**config.mk**
```make
export PLATFORM = sky130hd
export DESIGN_NAME = cfg_chain_loader
export DESIGN_NICKNAME = d
export VERILOG_FILES = /design/src/rtl/cfg_chain_loader.sv
export SDC_FILE = /design/constraint.sdc
export NUM_CORES = 1
export LEC_CHECK = 0
export ABC_AREA = 0
export CELL_PAD_IN_SITES_DETAIL_PLACEMENT = 1
export CELL_PAD_IN_SITES_GLOBAL_PLACEMENT = 1
export CORE_MARGIN = 2
export CORE_UTILIZATION = 41
export DETAILED_ROUTE_END_ITERATION = 6
export PLACE_DENSITY = 0.9
export SETUP_SLACK_MARGIN = 0.5
export SYNTH_ARGS = -nofsm -noshare
export SYNTH_HDL_FRONTEND = slang
export SYNTH_SLANG_ARGS = --single-unit
```
**constraint.sdc**
```tcl
create_clock -name clk -period 3.3 [get_ports clk]
set_clock_uncertainty 0.1 [all_clocks]
set_input_delay 0.66 -clock clk [delete_from_list [all_inputs] [get_ports clk]]
set_output_delay 0.66 -clock clk [all_outputs]
set_load 0.005 [all_outputs]
```
**src/rtl/cfg_chain_loader.sv**
```systemverilog
`default_nettype none
// ============================================================================
// cfg_chain_loader : frames host commands/words into a serial config chain.
// Rev 1.0
// ============================================================================
module cfg_chain_loader #(
  parameter int WORD_WIDTH = 32,
  parameter int ID_WIDTH   = 3,
  parameter int LEN_WIDTH  = 16
) (
  input  logic                  clk,
  input  logic                  crst,
  input  logic                  cmd_valid,
  output logic                  cmd_ready,
  input  logic [ID_WIDTH-1:0]   cmd_id,
  input  logic [LEN_WIDTH-1:0]  cmd_nbits,
  input  logic                  data_valid,
  output logic                  data_ready,
  input  logic [WORD_WIDTH-1:0] data_word,
  output logic                  cfg_out_start,
  output logic                  cfg_bit_out,
  output logic                  cfg_bit_out_valid,
  output logic                  done
);

  localparam int IDX_W  = (WORD_WIDTH > 1) ? $clog2(WORD_WIDTH) : 1;
  localparam int HCNT_W = (ID_WIDTH > 1) ? $clog2(ID_WIDTH) : 1;
  localparam logic [IDX_W-1:0]   LAST_IDX = IDX_W'(WORD_WIDTH - 1);
  localparam logic [HCNT_W-1:0]  LAST_HDR = HCNT_W'(ID_WIDTH - 1);
  localparam logic [LEN_WIDTH:0] WORD_LEN = (LEN_WIDTH + 1)'(WORD_WIDTH);

  localparam logic [2:0] S_IDLE  = 3'd0;
  localparam logic [2:0] S_START = 3'd1;
  localparam logic [2:0] S_HDR   = 3'd2;
  localparam logic [2:0] S_DATA  = 3'd3;
  localparam logic [2:0] S_DONE  = 3'd4;

  logic [2:0]            state;
  logic [2:0]            state_nxt;
  logic [ID_WIDTH-1:0]   id_sh;
  logic [HCNT_W-1:0]     hdr_cnt;
  logic [LEN_WIDTH-1:0]  bits_left;
  logic [LEN_WIDTH-1:0]  bits_unbuf;
  logic [WORD_WIDTH-1:0] word_buf;
  logic                  buf_full;
  logic [IDX_W-1:0]      bit_idx;
  logic                  emit;
  logic                  load;
  logic                  word_last_bit;

  assign emit          = (state == S_DATA) && buf_full;
  assign word_last_bit = emit && (bit_idx == LAST_IDX);
  assign load          = data_ready && data_valid;

  always_ff @(posedge clk or posedge crst) begin
    if (crst) state <= S_IDLE;
    else      state <= state_nxt;
  end

  always_comb begin
    state_nxt = state;
    case (state)
      S_IDLE:  if (cmd_valid) state_nxt = S_START;
      S_START: state_nxt = S_HDR;
      S_HDR:   if (hdr_cnt == LAST_HDR)
                 state_nxt = (bits_left == '0) ? S_DONE : S_DATA;
      S_DATA:  if (emit && (bits_left == LEN_WIDTH'(1))) state_nxt = S_DONE;
      S_DONE:  state_nxt = S_IDLE;
      default: state_nxt = S_IDLE;
    endcase
  end

  always_comb begin
    cmd_ready         = 1'b0;
    cfg_out_start     = 1'b0;
    cfg_bit_out       = 1'b0;
    cfg_bit_out_valid = 1'b0;
    done              = 1'b0;
    data_ready        = 1'b0;
    case (state)
      S_IDLE:  cmd_ready = 1'b1;
      S_START: cfg_out_start = 1'b1;
      S_HDR: begin
        cfg_bit_out_valid = 1'b1;
        cfg_bit_out       = id_sh[ID_WIDTH-1];
        data_ready        = (bits_unbuf != '0) && !buf_full;
      end
      S_DATA: begin
        cfg_bit_out_valid = buf_full;
        cfg_bit_out       = buf_full && word_buf[bit_idx];
        // Refill on the last bit of the word so streaming has no bubble.
        data_ready        = (bits_unbuf != '0) && (!buf_full || (bit_idx == LAST_IDX));
      end
      S_DONE:  done = 1'b1;
      default: ;
    endcase
  end

  always_ff @(posedge clk or posedge crst) begin
    if (crst) begin
      id_sh      <= '0;
      hdr_cnt    <= '0;
      bits_left  <= '0;
      bits_unbuf <= '0;
      word_buf   <= '0;
      buf_full   <= 1'b0;
      bit_idx    <= '0;
    end else begin
      if ((state == S_IDLE) && cmd_valid) begin
        id_sh      <= cmd_id;
        hdr_cnt    <= '0;
        bits_left  <= cmd_nbits;
        bits_unbuf <= cmd_nbits;
        buf_full   <= 1'b0;
        bit_idx    <= '0;
      end
      if (state == S_HDR) begin
        id_sh   <= id_sh << 1;
        hdr_cnt <= hdr_cnt + HCNT_W'(1);
      end
      if (emit) begin
        bits_left <= bits_left - LEN_WIDTH'(1);
        if (word_last_bit) begin
          bit_idx  <= '0;
          buf_full <= 1'b0;
        end else begin
          bit_idx <= bit_idx + IDX_W'(1);
        end
      end
      if (load) begin
        word_buf <= data_word;
        buf_full <= 1'b1;
        bit_idx  <= '0;
        // Only the last word may be partial; its unused upper bits are never emitted.
        if ({1'b0, bits_unbuf} > WORD_LEN) bits_unbuf <= bits_unbuf - WORD_LEN[LEN_WIDTH-1:0];
        else                               bits_unbuf <= '0;
      end
      if (state == S_DONE) buf_full <= 1'b0;
    end
  end

endmodule
`default_nettype wire

```
==> impl_results.md <==
- Critical Path Source: bit_idx[0]
- Post-DP HPWL: 8420 microns
- DIE AREA: 10700 sq um
- Gr busiest metal: met2
- CTS Hold Bufs: 0
- Critical path's slowest cell: mux4_2
- Post-synth top cells: nand2_1 (120), dfrtp_1 (78), nor2_1 (27)
- First-pass detailed-route iteration total: 5
- Worst setup EP type: output pin
- Final period demand of the worst path: 3120 ps
- Worst skew pair latency: 360 ps
- Clk pwr share: 16.1%
- VDD IR max: 317 uV
- Post-layout util: 54.2%
- Mapped Nets: 510
- Dpl cell area: 4850 sq um
- Final hold violation count: 0
- Seq cells post-synth: 78
- CTS tree: built
- Avg Cell Area, Syn: 9.05 sq um
- Crit-path leading delay family: compound AO/OA/AOI/OAI gates
- Met1 usage: 29.5%
- Layout Nets: 585
- Worst min path class: reg2reg
- Max_slew headroom: 34.1%
- Fmax: 321 MHz
- CTS Buffer Depth: 2
- Max H-tree Level: 3
- Sequential share of power: 41.5%
- M2 GR Usage: 42.0%
- WL per Instance: 19.5 microns
- Worst Tran Pin Value: 987 ps
- Final worst-path cycle share: 94.4%
- Clock transition at path regs: 70 ps
- Starting Density: 42.0%
- First-pass GRT wire length: 20700 microns
- WL final: 12900 microns
- R2r startpoint: bit_idx[0]
- Post-synth top area cell: dfrtp_1
- Final GP Congestion: 0.845
- Buffers plus inverters on the worst setup path: 2
- Share of cells above drive strength 1: 14.2%
- FFs w/ async S/R, synth: 100%
- Final slew viol count: 0
- Critical Path RT: 2540 ps
- Combinational power share: 42.4%
- Crit-path cells: buf_4 > mux4_2 > nor2_2 > a311oi_1 > o41ai_1 > o22ai_1 > buf_2
- Post-Syn Area: 4070 sq um
- Crit-path max FO: 7
- Most used DFF post-synth: dfrtp_1
- Die width: 104 microns
- Min-delay src: word_buf[2]
- Routing usage on met3: 3.27%
- Net Sw Frac: 40.0%
- Post-route cell area: 5250 sq um
- GRT overflow: 0
- Final ANT Viol Nets: 0
- Synth cell types: 57
- Register area share after synthesis: 48.0%
- Setup-failing EPs final: 0
- Setup TNS: 0 ps
- IO Pins: 61
- NetSw: 0.00173 W
- Core area: 9680 sq um
- Area contributors post-synth: dfrtp_1 (48%), nand2_1 (11%), mux4_2 (2.8%)
- Yosys warns: 0
- ANT cells: 0
- Dpl ws: 139 ps
- Data arrival, critical path: 2360 ps
- Initial antenna violation count: 0
- Cts bufs inserted: 9
- Status: finished clean
- DRT iter0 DRCs: 152
- DR vias: 3834
- Setup ws final: 184 ps
- Drc violations: 0
- Leakage: 2.27 nW
- Num rows: 36
- Largest net degree at the start of global routing: 79
- Post-synth top area share: 48.0%
- Internal power: 0.00260 W
- Vias/cell: 5.81
- Power Dens Cells: 826 nW/um^2
- Height of the chip: 104 microns
- Port buffer count: 60
- CP Class: reg2out
- Number of synthesized flops with an enable pin: 0
- Startpoint Class: flip-flop
- Area Overhead vs Synth: 29.1%
- Vias in the first global route: 4154
- CTS sink cnt: 78
- Cells after Synth: 449
- GRT Overall Usage: 23.8%
- Root buf cell: clkbuf_8
- Max_cap viols: 0
- RSZ-0062 raised after global routing: true
- Most common cell in the synthesized netlist: nand2_1
- Slowest cell delay on critical path: 500 ps
## cell type report
type,count,area [sq um]
fill,1127,4440
multi-input combinational,331,2050
sequential,78,1950
timing repair buffer,90,850
tap,133,166
clock buffer,10,128
inverter,14,52.6
clock inverter,4,50.0
## worst reg2reg max path: cells and delay by family (launching register included)
| family | cells | cell delay (ps) |
|---|---|---|
| buffers and inverters | 5 | 660 |
| AO/OA/AOI/OAI | 3 | 620 |
| flip-flops | 1 | 490 |
| adder cells (fa/ha/maj) | 2 | 300 |
| AND/OR/NAND/NOR | 2 | 250 |
| multiplexers | 1 | 180 |
## flip-flops by register name, indices dropped and copies added, names as in the netlist
register    cells
bits_left      16
bit_idx         5
buf_full        1
hdr_cnt         2
id_sh           3
state           3
bits_unbuf     16
word_buf       32
## metal layers
layer / routed length [microns] / vias to the layer above
li1: - / 1740
met1: 5210 / 1928
met2: 6660 / 139
met3: 674 / 27
met4: 347 / 0
met5: 0 / -
## power groups by stage
| stage | registers [W] | clock network [W] | logic (W) |
|---|---|---|---|
| 2_1_floorplan | 0.00159 | 0 | 0.00120 |
| 4_1_cts | 0.00177 | 0.000703 | 0.00174 |
| 3_3_place_gp | 0.00176 | 0 | 0.00146 |
| 5_1_grt | 0.00185 | 0.000750 | 0.00204 |
| 6_report | 0.00180 | 0.000700 | 0.00184 |
| 3_5_place_dp | 0.00181 | 0 | 0.00157 |
## placed cells by master (no fill, tap or decap), types with 4 or more instances in the layout
cell type	n
nand2_1	120
dfrtp_1	76
clkdlybuf4s50_1	58
nor2_1	25
buf_4	25
nand3_1	20
nor3_1	17
a21oi_1	13
inv_1	13
o21ai_0	12
mux2i_1	9
clkbuf_8	9
o211ai_1	8
a211oi_1	7
nor4_1	6
a22o_1	6
nor3b_1	5
mux4_2	5
or3_1	4
and2_1	4
ha_1	4
buf_6	4
## logic make-up after synthesis
group / after synthesis / synth area share [%]
compound gates: 81 / 14.5
mux: 16 / 5.51
flops: 78 / 48.0
buf+inv: 41 / 4.00
fa+ha+maj: 6 / 1.85
xor+xnor: 3 / 0.646
simple gates: 224 / 25.5
## what timing repair did
item | 4_1_cts | 5_1_grt
gates cloned | 0 | 1
buffers inserted | 11 | 6
pin swaps | 4 | 1
endpoints found under the setup margin | 51 | 49
endpoints found under the hold margin | 0 | 0
resized for setup | 19 | 8
## final timing paths
check | cells after the start | to | slack (ps)
setup / recovery | 7 | cfg_bit_out | 180
hold / removal | 2 | word_buf[2] | 380
setup reg to reg | 13 | bits_unbuf[8] | 580
hold reg to reg | 2 | word_buf[2] | 380
max in group asynchronous | 3 | bit_idx[1] | 2110
min in group asynchronous | 3 | word_buf[27] | 600
## through the flow
stage	power [W]	hold slack [ps]	instances
floorplan	0.00279	340	449
global placement	0.00323	361	628
finish	0.00433	383	660
CTS	0.00421	383	653
global route	0.00464	412	660
detailed placement	0.00338	359	628
(Power assumes the default switching activity.)
